===== config.mk =====
export PLATFORM = sky130hd
export DESIGN_NAME = maze_actor_ctrl
export DESIGN_NICKNAME = d
export VERILOG_FILES = /design/src/rtl/maze_pkg.sv /design/src/rtl/actor_anim.sv /design/src/rtl/maze_actor_ctrl.sv
export SDC_FILE = /design/constraint.sdc
export NUM_CORES = 1
export LEC_CHECK = 0
export ABC_AREA = 1
export CAP_MARGIN = 20
export CORE_MARGIN = 1.5
export CORE_UTILIZATION = 40
export CTS_CLUSTER_DIAMETER = 30
export DETAILED_ROUTE_END_ITERATION = 7
export PLACE_DENSITY_LB_ADDON = 0.15
export SETUP_SLACK_MARGIN = 0.5
export SYNTH_ARGS = -nofsm -noshare
export SYNTH_HDL_FRONTEND = slang
export SYNTH_SLANG_ARGS = --single-unit

===== constraint.sdc =====
create_clock -name Clk -period 3.91 [get_ports Clk]
set_clock_uncertainty 0.1 [all_clocks]
set_input_delay 0.391 -clock Clk [delete_from_list [all_inputs] [get_ports Clk]]
set_output_delay 0.391 -clock Clk [all_outputs]
set_load 0.005 [all_outputs]

===== src/rtl/maze_pkg.sv =====
// Shared types and sprite tables for maze actors.
package maze_pkg;

  typedef enum logic [2:0] {
    DIR_NONE = 3'd0,
    DIR_L    = 3'd1,
    DIR_U    = 3'd2,
    DIR_R    = 3'd3,
    DIR_D    = 3'd4
  } dir_t;

  localparam logic [3:0] SPR_CLOSED  = 4'd8;
  localparam int         ANIM_PHASES = 9;

  // Legal-move lookup: avail bit order is [0]L [1]U [2]R [3]D.
  function automatic logic dir_ok(input logic [2:0] d, input logic [3:0] a);
    case (d)
      DIR_L:   return a[0];
      DIR_U:   return a[1];
      DIR_R:   return a[2];
      DIR_D:   return a[3];
      default: return 1'b0;
    endcase
  endfunction

  function automatic logic [3:0] spr_wide(input logic [2:0] d);
    case (d)
      DIR_L:   return 4'd0;
      DIR_U:   return 4'd1;
      DIR_R:   return 4'd4;
      DIR_D:   return 4'd5;
      default: return SPR_CLOSED;
    endcase
  endfunction

  function automatic logic [3:0] spr_half(input logic [2:0] d);
    case (d)
      DIR_L:   return 4'd2;
      DIR_U:   return 4'd3;
      DIR_R:   return 4'd6;
      DIR_D:   return 4'd7;
      default: return SPR_CLOSED;
    endcase
  endfunction

endpackage


===== src/rtl/actor_anim.sv =====
// Mouth animation: 9-phase counter paced by ANIM_DIV moving ticks, mapped to sprite index.
module actor_anim
  import maze_pkg::*;
#(
  parameter int ANIM_DIV = 1
) (
  input  logic       clk_i,
  input  logic       rst_ni,
  input  logic       clr_i,
  input  logic       step_i,
  input  logic       turn_i,
  input  logic [2:0] dir_i,
  output logic [3:0] sprite_o
);

  localparam int CW = (ANIM_DIV > 1) ? $clog2(ANIM_DIV) : 1;

  logic [3:0]    phase_q, phase_d;
  logic [CW-1:0] cnt_q, cnt_d;

  always_comb begin
    phase_d = phase_q;
    cnt_d   = cnt_q;
    if (clr_i) begin
      phase_d = 4'd0;
      cnt_d   = '0;
    end else if (step_i) begin
      // A fresh turn restarts the mouth half-open.
      if (turn_i) begin
        phase_d = 4'd2;
        cnt_d   = '0;
      end else if (cnt_q == CW'(ANIM_DIV - 1)) begin
        cnt_d   = '0;
        phase_d = (phase_q == 4'(ANIM_PHASES - 1)) ? 4'd0 : phase_q + 4'd1;
      end else begin
        cnt_d = cnt_q + CW'(1);
      end
    end
  end

  always_ff @(posedge clk_i or negedge rst_ni) begin
    if (!rst_ni) begin
      phase_q <= 4'd0;
      cnt_q   <= '0;
    end else begin
      phase_q <= phase_d;
      cnt_q   <= cnt_d;
    end
  end

  always_comb begin
    sprite_o = SPR_CLOSED;
    if (dir_i != DIR_NONE) begin
      case (phase_q)
        4'd2, 4'd3, 4'd7, 4'd8: sprite_o = spr_half(dir_i);
        4'd4, 4'd5, 4'd6:       sprite_o = spr_wide(dir_i);
        default:                sprite_o = SPR_CLOSED;
      endcase
    end
  end

endmodule


===== src/rtl/maze_actor_ctrl.sv =====
// Per-frame movement controller for one maze actor: buffered turns, fractional speed, hit box.
// Optional tunnel wrap is enabled with MAZE_TUNNEL_WRAP_EN.
module maze_actor_ctrl
  import maze_pkg::*;
#(
  parameter int W        = 10,
  parameter int START_X  = 228,
  parameter int START_Y  = 336,
  parameter int SPRITE_W = 24,
  parameter int SPRITE_H = 24,
  parameter int Y_OFS    = 6,
  parameter int SPEED_Q4 = 16,
  parameter int ANIM_DIV = 1,
  parameter int TUN_LO   = 0,
  parameter int TUN_HI   = 432
) (
  input  logic         Clk,
  input  logic         Reset_n,
  input  logic         frame_tick,
  input  logic         restart,
  input  logic [2:0]   dir_req,
  input  logic [3:0]   avail_dir,
  input  logic [W-1:0] DrawX,
  input  logic [W-1:0] DrawY,
  output logic         is_actor,
  output logic [3:0]   sprite_idx,
  output logic [W-1:0] posX,
  output logic [W-1:0] posY,
  output logic [2:0]   cur_dir
);

  localparam logic [W-1:0] ONE = W'(1);

  logic [W-1:0] px_q, px_d, py_q, py_d;
  logic [2:0]   cur_q, cur_d, pend_q, pend_d, eff;
  logic [3:0]   acc_q, acc_d;
  logic [4:0]   sum;
  logic         turn, moving;

  always_comb begin
    px_d   = px_q;
    py_d   = py_q;
    cur_d  = cur_q;
    pend_d = pend_q;
    acc_d  = acc_q;
    eff    = cur_q;
    turn   = 1'b0;
    moving = 1'b0;
    sum    = {1'b0, acc_q} + 5'(SPEED_Q4);
    if (frame_tick) begin
      if (pend_q != DIR_NONE && pend_q != cur_q && dir_ok(pend_q, avail_dir)) begin
        turn   = 1'b1;
        eff    = pend_q;
        pend_d = DIR_NONE;
      end
`ifdef MAZE_TUNNEL_WRAP_EN
      // Tunnel jump overrides the maze walls and leaves the sub-pixel phase intact.
      if (eff == DIR_L && px_q == W'(TUN_LO)) begin
        px_d   = W'(TUN_HI);
        cur_d  = eff;
        moving = 1'b1;
      end else if (eff == DIR_R && px_q == W'(TUN_HI)) begin
        px_d   = W'(TUN_LO);
        cur_d  = eff;
        moving = 1'b1;
      end else
`endif
      if (eff != DIR_NONE && !dir_ok(eff, avail_dir)) begin
        cur_d = DIR_NONE;
      end else if (eff != DIR_NONE) begin
        moving = 1'b1;
        cur_d  = eff;
        acc_d  = sum[3:0];
        if (sum[4]) begin
          case (eff)
            DIR_L:   px_d = px_q - ONE;
            DIR_U:   py_d = py_q - ONE;
            DIR_R:   px_d = px_q + ONE;
            DIR_D:   py_d = py_q + ONE;
            default: ;
          endcase
        end
      end
    end
    // Requests are latched every cycle; one arriving on a tick waits for the next tick.
    if (dir_req != DIR_NONE) pend_d = dir_req;
    if (restart) begin
      px_d   = W'(START_X);
      py_d   = W'(START_Y);
      cur_d  = DIR_NONE;
      pend_d = DIR_NONE;
      acc_d  = 4'd0;
    end
  end

  always_ff @(posedge Clk or negedge Reset_n) begin
    if (!Reset_n) begin
      px_q   <= W'(START_X);
      py_q   <= W'(START_Y);
      cur_q  <= DIR_NONE;
      pend_q <= DIR_NONE;
      acc_q  <= 4'd0;
    end else begin
      px_q   <= px_d;
      py_q   <= py_d;
      cur_q  <= cur_d;
      pend_q <= pend_d;
      acc_q  <= acc_d;
    end
  end

  actor_anim #(.ANIM_DIV(ANIM_DIV)) u_anim (
    .clk_i    (Clk),
    .rst_ni   (Reset_n),
    .clr_i    (restart),
    .step_i   (frame_tick & moving),
    .turn_i   (turn),
    .dir_i    (cur_q),
    .sprite_o (sprite_idx)
  );

  logic [W:0] dx, dy, x0, x1, y0, y1;

  always_comb begin
    dx = {1'b0, DrawX};
    dy = {1'b0, DrawY};
    x0 = {1'b0, px_q};
    x1 = x0 + (W+1)'(SPRITE_W);
    y0 = {1'b0, py_q} + (W+1)'(Y_OFS);
    y1 = y0 + (W+1)'(SPRITE_H);
    is_actor = (dx >= x0) && (dx < x1) && (dy >= y0) && (dy < y1);
  end

  assign posX    = px_q;
  assign posY    = py_q;
  assign cur_dir = cur_q;

endmodule


==> results.cfg, run 1 <==
[yosys]
syn-cell-area_um2 = 3830
syn_area_per_cell_um2 = 6.80
yosysSeqAreaShare_pct = 19.8
synth_fp_nets = 653
synth_common_cells = 132 x nand2_1, 63 x inv_1, 57 x ha_1, 54 x nor2_1, 50 x nand3_1
synth_cells = 563
synth_edf_count = 0
synth_area_leader_cell = ha_1
yosysWarnings = 0
async_reset_ff_share_pct = 100
yosysUniqueCellTypes = 42
ys.flop_type = dfrtp_1
ys_top_cells_by_area = ha_1 19%, dfrtp_1 15%, nand2_1 13%
synth-seq-cells = 30
yosysMostFrequentCell = nand2_1
yosysTopAreaCellShare_pct = 18.6

[run_status]
status = finished, final reports clean

[cells_and_area]
layout.nets = 725
final_layout_size_suffix_gt1_share_pct = 16.7
area_growth_pct = 29.0
final_cells = 765
diodes = 0
area.sequential_um2 = 759
fillCellCount = 945
multiInputGateArea_um2 = 2980

[global_route]
grt_use_total_pct = 19.7
gr-total-overflow = 0
use_met2_pct = 34.6
antenna_found_initial = 0
grt_pass1_wl_um = 16500
grt_busiest_layer = met2
grt_use_met1_pct = 25.4
grt_util_met3_pct = 2.29
grt_pass1_vias = 3723
grt_max_degree = 31

[routing]
drt_pass1_iterations = 4
ant_nets = 0
vias_per_cell = 5.09
wl_per_cell_um = 12.9
drt_iter0_markers = 156
remaining_drc_errors = 0
drt-total-wl_um = 9880
routed-via-count = 3895

[die]
rows = 35
start_util_pct = 41.4
core_area_um2 = 9240
pin_count = 59
dieWidth_um = 101
dieArea_um2 = 10200
dieHeight_um = 101

[worst_setup_path]
worstSetupPathType = register to primary output
critPathArrivalTime_ps = 2830
crit_path_start_kind = register
cpPeakStageDelay_ps = 410
cp_max_fo = 3
slowest_stage = dfrtp_1
cp-end-kind = primary output
crit_required_ps = 3420
crit_path_cell_trace = inv_2 > ha_4 > xnor2_4 > inv_2 > nand2_2 > nand3_4 > xnor2_2 > ha_4 > a21oi_2 > o31ai_2 > a21oi_2 > o21ai_1 > a21o_1 > nand2_1 > nand3_1 > nor2_1 > buf_2

[clock_tree]
cts.sinks = 30
cts_tree = done
cts_max_path_buffers = 2
htreeDepth = 2
clk_latency_ps = 290
clk_pin_slew_ps = 70
postCtsHoldBufs = 0
root_buffer = clkbuf_8
cts_made_buffers = 5

[job]
cap_violations = 0

[sta]
tightestPinTransition_ps = 664
finalSetupViolCount = 0
relSlewSlack_pct = 55.7
fin_crit_sh_pct = 84.9
hold_violations = 0
fin_setup_tns_ps = 0
grt_setup_unrepaired = true
fmax_mhz = 301
slew_violations = 0
fin_ws_ps = 590
min_period_ps = 3320
hold_ws_ps = 395

[power]
max-vdd-ir-drop_v = 0.000263
p_leak_nw = 2.40
powerDensity_nw_per_um2 = 658

[placement]
place_hpwl_um = 7410
port_buffers = 58
pre_cts_ws_ps = 216
place_inst = 748
gp_congestion = 0.911

[worst_hold_path]
hold_class = primary input to async pin
[registers in the layout, summed over array words and instances, names as in the netlist]
signal and flops:
posX 10, cur_dir 3, pend_q 3, u_anim.phase_q 4
posY 10
[stage by stage]
step | cell area, um2 | utilization (%) | total power (W)
after floorplan | 3830 | - | 0.00208
after global placement | 4570 | 49.4 | 0.00264
after detailed placement | 4570 | 49.4 | 0.00269
after CTS | 4760 | 51.5 | 0.00307
after global routing | 4940 | 53.5 | 0.00362
final | 4940 | 53.5 | 0.00325
[timing repair]
| action | 4_1_cts | 5_1_grt |
|---|---|---|
| resized for setup | 19 | 36 |
| setup endpoints to repair | 2 | 5 |
| pin swaps | 5 | 18 |
| buffers inserted | 4 | 5 |
| gates cloned | 0 | 0 |
[cells by family after synthesis]
| group | synth area share [%] |
|---|---|
| xor gates and xnor gates | 5.26 |
| and+or+nand+nor | 35.5 |
| buffers and inverters | 8.10 |
| adders and majority gates | 19.7 |
| DFF | 19.8 |
| AOI/OAI and AO/OA | 11.6 |
[worst max-delay path, delay by kind of cell, from the launching register on]
family / cells / cell delay (ps)
compound gates: 5 / 610
buf+inv: 3 / 310
xor+xnor: 2 / 340
simple gates: 5 / 430
fa+ha+maj: 2 / 420
flops: 1 / 410
[where the power goes]
part	switching [W]	internal [W]
Sequential	0.000186	0.000435
Combinational	0.00127	0.00109
Clock	0.000130	0.000142
Total	0.00159	0.00167
[cell usage in the layout (no fill, tap or decap), drive strengths merged]
cell / count
nand3b: 3
clkdlybuf4s50: 57
dfstp: 7
nand2: 154
a21o: 2
o31ai: 2
a21boi: 1
nor3: 11
o221ai: 2
clkinv: 2
clkbuf: 7
nand4: 19
xnor2: 9
nor4: 1
a31oi: 4
inv: 70
buf: 15
nand3: 52
a21oi: 32
a41oi: 1
a31o: 1
a211oi: 1
and2: 1
o2111ai: 1
xor2: 14
or2: 2
a221oi: 1
o21bai: 4
nor2: 54
o21ai: 24
fa: 2
ha: 57
dfrtp: 23
[worst paths after layout]
path / from / to / slack (ps) / cells past startpoint
worst max-delay path: posY[2]$_DFFE_PN0P_ / is_actor / 590 / 17
worst min register to register: posX[2]$_DFFE_PN1P_ / posX[2]$_DFFE_PN1P_ / 400 / 2
worst max register to register: cur_dir[0]$_DFFE_PN0P_ / posX[7]$_DFFE_PN1P_ / 760 / 21
worst min-delay path: Reset_n / posX[9]$_DFFE_PN0P_ / 400 / 2
max in group asynchronous: Reset_n / posY[4]$_DFFE_PN1P_ / 2980 / 2
min in group Clk: posX[2]$_DFFE_PN1P_ / posX[2]$_DFFE_PN1P_ / 400 / 2
[final cells by class]
type | instances | area share (%)
clock buffers | 7 | 1.75
flip-flops and latches | 30 | 15.4
repair buffers | 72 | 13.8
multi-input cells | 455 | 60.3
clock inverters | 1 | 0.101
well taps | 129 | 3.27
inverters | 71 | 5.40
[routing by layer]
layer  vias to the layer above  wire length (um)
met1                      1776              4630
met3                        10               349
met4                         0               118
met2                        77              4790
li1                       2032                 -
met5                         -                 0
Note: power is estimated with default switching activity, not from simulation.
==> run 2: changes to the inputs <==
==> constraint.sdc (replaced) <==
create_clock -name Clk -period 2.83 [get_ports Clk]
set_clock_uncertainty 0.1 [all_clocks]
set_input_delay 0.283 -clock Clk [delete_from_list [all_inputs] [get_ports Clk]]
set_output_delay 0.283 -clock Clk [all_outputs]
set_load 0.005 [all_outputs]
==> run 2 against run 1 <==
The run now ends with negative setup slack left. Die area did not move. Wire length rose by 35%. Global-route usage rose by 4.3 points. Flip-flop and latch count did not move. Sequential share of layout area fell by 3.7 points. Non-clock buffer count rose by 122. Worst hold slack got worse by 110 ps. Count of clock-buffer cells in the layout did not move. Core utilization rose by 18 points. Combinational power rose by 120%. Design area rose by 33%. Worst setup slack got worse by 850 ps. Largest power group unchanged.
==> results.cfg, run 2 (same netlist as run 1, synthesis figures left out) <==
[clock_tree]
cts_tree = done
clk_latency_ps = 290
cts_max_path_buffers = 2
cts_made_buffers = 5
clk_pin_slew_ps = 70
root_buffer = clkbuf_8
htreeDepth = 2
cts.sinks = 30

[worst_setup_path]
critPathArrivalTime_ps = 2710
cp-end-kind = primary output
crit_path_end = is_actor
r2r_start = cur_dir[1]$_DFFE_PN0P_
crit_required_ps = 2450
cp_max_fo = 3
reg2reg_depth = 22
r2r-end = posY[9]$_DFFE_PN0P_
reg2reg_slack_ps = -230
crit_path_start_kind = register
cp-startpoint = posY[2]$_DFFE_PN0P_
worstSetupPathType = register to primary output

[power]
max-vdd-ir-drop_v = 0.000332
power_w = 0.00641
p_leak_nw = 3.12
powerDensity_nw_per_um2 = 975

[sta]
hold_ws_ps = 285
min_period_ps = 3090
grt_setup_unrepaired = true
slew_violations = 0
fin_crit_sh_pct = 109
fin_ws_ps = -261
relSlewSlack_pct = 68.2
tightestPinTransition_ps = 477
fmax_mhz = 323
hold_violations = 0
finalSetupViolCount = 13

[routing]
routed-via-count = 4677
vias_per_cell = 5.27
remaining_drc_errors = 0
ant_nets = 0
drt-total-wl_um = 13300
drt_iter0_markers = 292
drt_pass1_iterations = 5
wl_per_cell_um = 15.0

[die]
dieArea_um2 = 10200
rows = 35
dieWidth_um = 101
pin_count = 59
start_util_pct = 41.4
core_area_um2 = 9240
dieHeight_um = 101

[run_status]
violations = negative setup slack
status = finished, violations left

[cells_and_area]
final_layout_size_suffix_gt1_share_pct = 43.7
area_growth_pct = 71.8
final_common_cell = buf_4
layout.nets = 847
diodes = 0
final_cell_mix = 104 x buf_4, 101 x nand2_1, 53 x clkdlybuf4s50_1

[global_route]
grt_pass1_vias = 4504
grt_use_total_pct = 24.0
grt_max_degree = 31
gr-total-overflow = 0
antenna_found_initial = 0
grt_pass1_wl_um = 19800

[placement]
port_buffers = 58
place_hpwl_um = 8480
gp_congestion = 0.883

[worst_hold_path]
hold_class = primary input to async pin

[job]
cap_violations = 0
## run 2: changes by cell type in the layout (fill, tap and decap cells not counted), moves of 13 or more
cell and delta:
ha_4 +13, buf_6 +26, ha_1 -14, nand2_1 -24
nand2_2 +19, buf_4 +90
## run 2: area by class of cell
type | count | area (um2)
Timing Repair Buffer | 194 | 1760
Sequential cell | 30 | 768
Multi-Input combinational cell | 455 | 3510
Clock inverter | 1 | 5.00
Tap cell | 129 | 161
Clock buffer | 7 | 86.3
Fill cell | 700 | 2660
Inverter | 71 | 289
## run 2: layer usage
| layer | vias to the layer above | global-route usage (%) | share of wire [%] |
|---|---|---|---|
| li1 | 2269 | - | - |
| met1 | 2201 | 27.8 | 41 |
| met2 | 154 | 45.7 | 51 |
| met3 | 53 | 2.43 | 4.4 |
| met4 | 0 | 7.80 | 3.7 |
| met5 | - | 0 | 0 |
## run 2: how the worst min path moves through the flow
stage | slack [ps] | to
global placement | 390 | posX[2]$_DFFE_PN1P_
floorplan | -110 | cur_dir[0]$_DFFE_PN0P_
CTS | 300 | u_anim.phase_q[2]$_DFFE_PN0P_
finish | 280 | posX[1]$_DFFE_PN0P_
global route | 340 | posX[1]$_DFFE_PN0P_
detailed placement | 410 | posX[7]$_DFFE_PN1P_
## run 2: where the power goes
part           switching [W]  internal, W  leakage [nW]
logic                0.00258      0.00269          2.71
registers           0.000166     0.000602         0.366
clock network       0.000184     0.000196        0.0482
## run 2: critical path: stages, from the launching register on
cell	delay [ps]
dfrtp_1	360
inv_2	70
ha_4	170
nor2_2	70
nand2_1	70
nor2_2	140
nand2_2	80
xor2_2	180
inv_2	60
nand2_2	60
xnor2_2	130
ha_1	310
a21oi_2	170
o21ai_2	90
a21o_1	150
nand2_1	50
nand3_1	60
nor2_1	80
buf_2	110
## run 2: through the flow
stage | setup WS [ps] | setup TNS [ps] | area (um2) | cells | utilization [%]
2_1_floorplan | 108 | 0 | 3920 | 563 | -
3_3_place_gp | -358 | -2650 | 5280 | 829 | 57.1
3_5_place_dp | -412 | -3270 | 5280 | 829 | 57.1
4_1_cts | -265 | -293 | 6070 | 865 | 65.7
5_1_grt | -442 | -3590 | 6580 | 887 | 71.2
6_report | -261 | -1750 | 6580 | 887 | 71.2
## run 2: repair_timing
action	4_1_cts	5_1_grt
pin swaps	66	90
hold buffers	0	0
resized for setup	123	95
buffers inserted	28	21
endpoints found under the setup margin	28	28
gates cloned	0	1
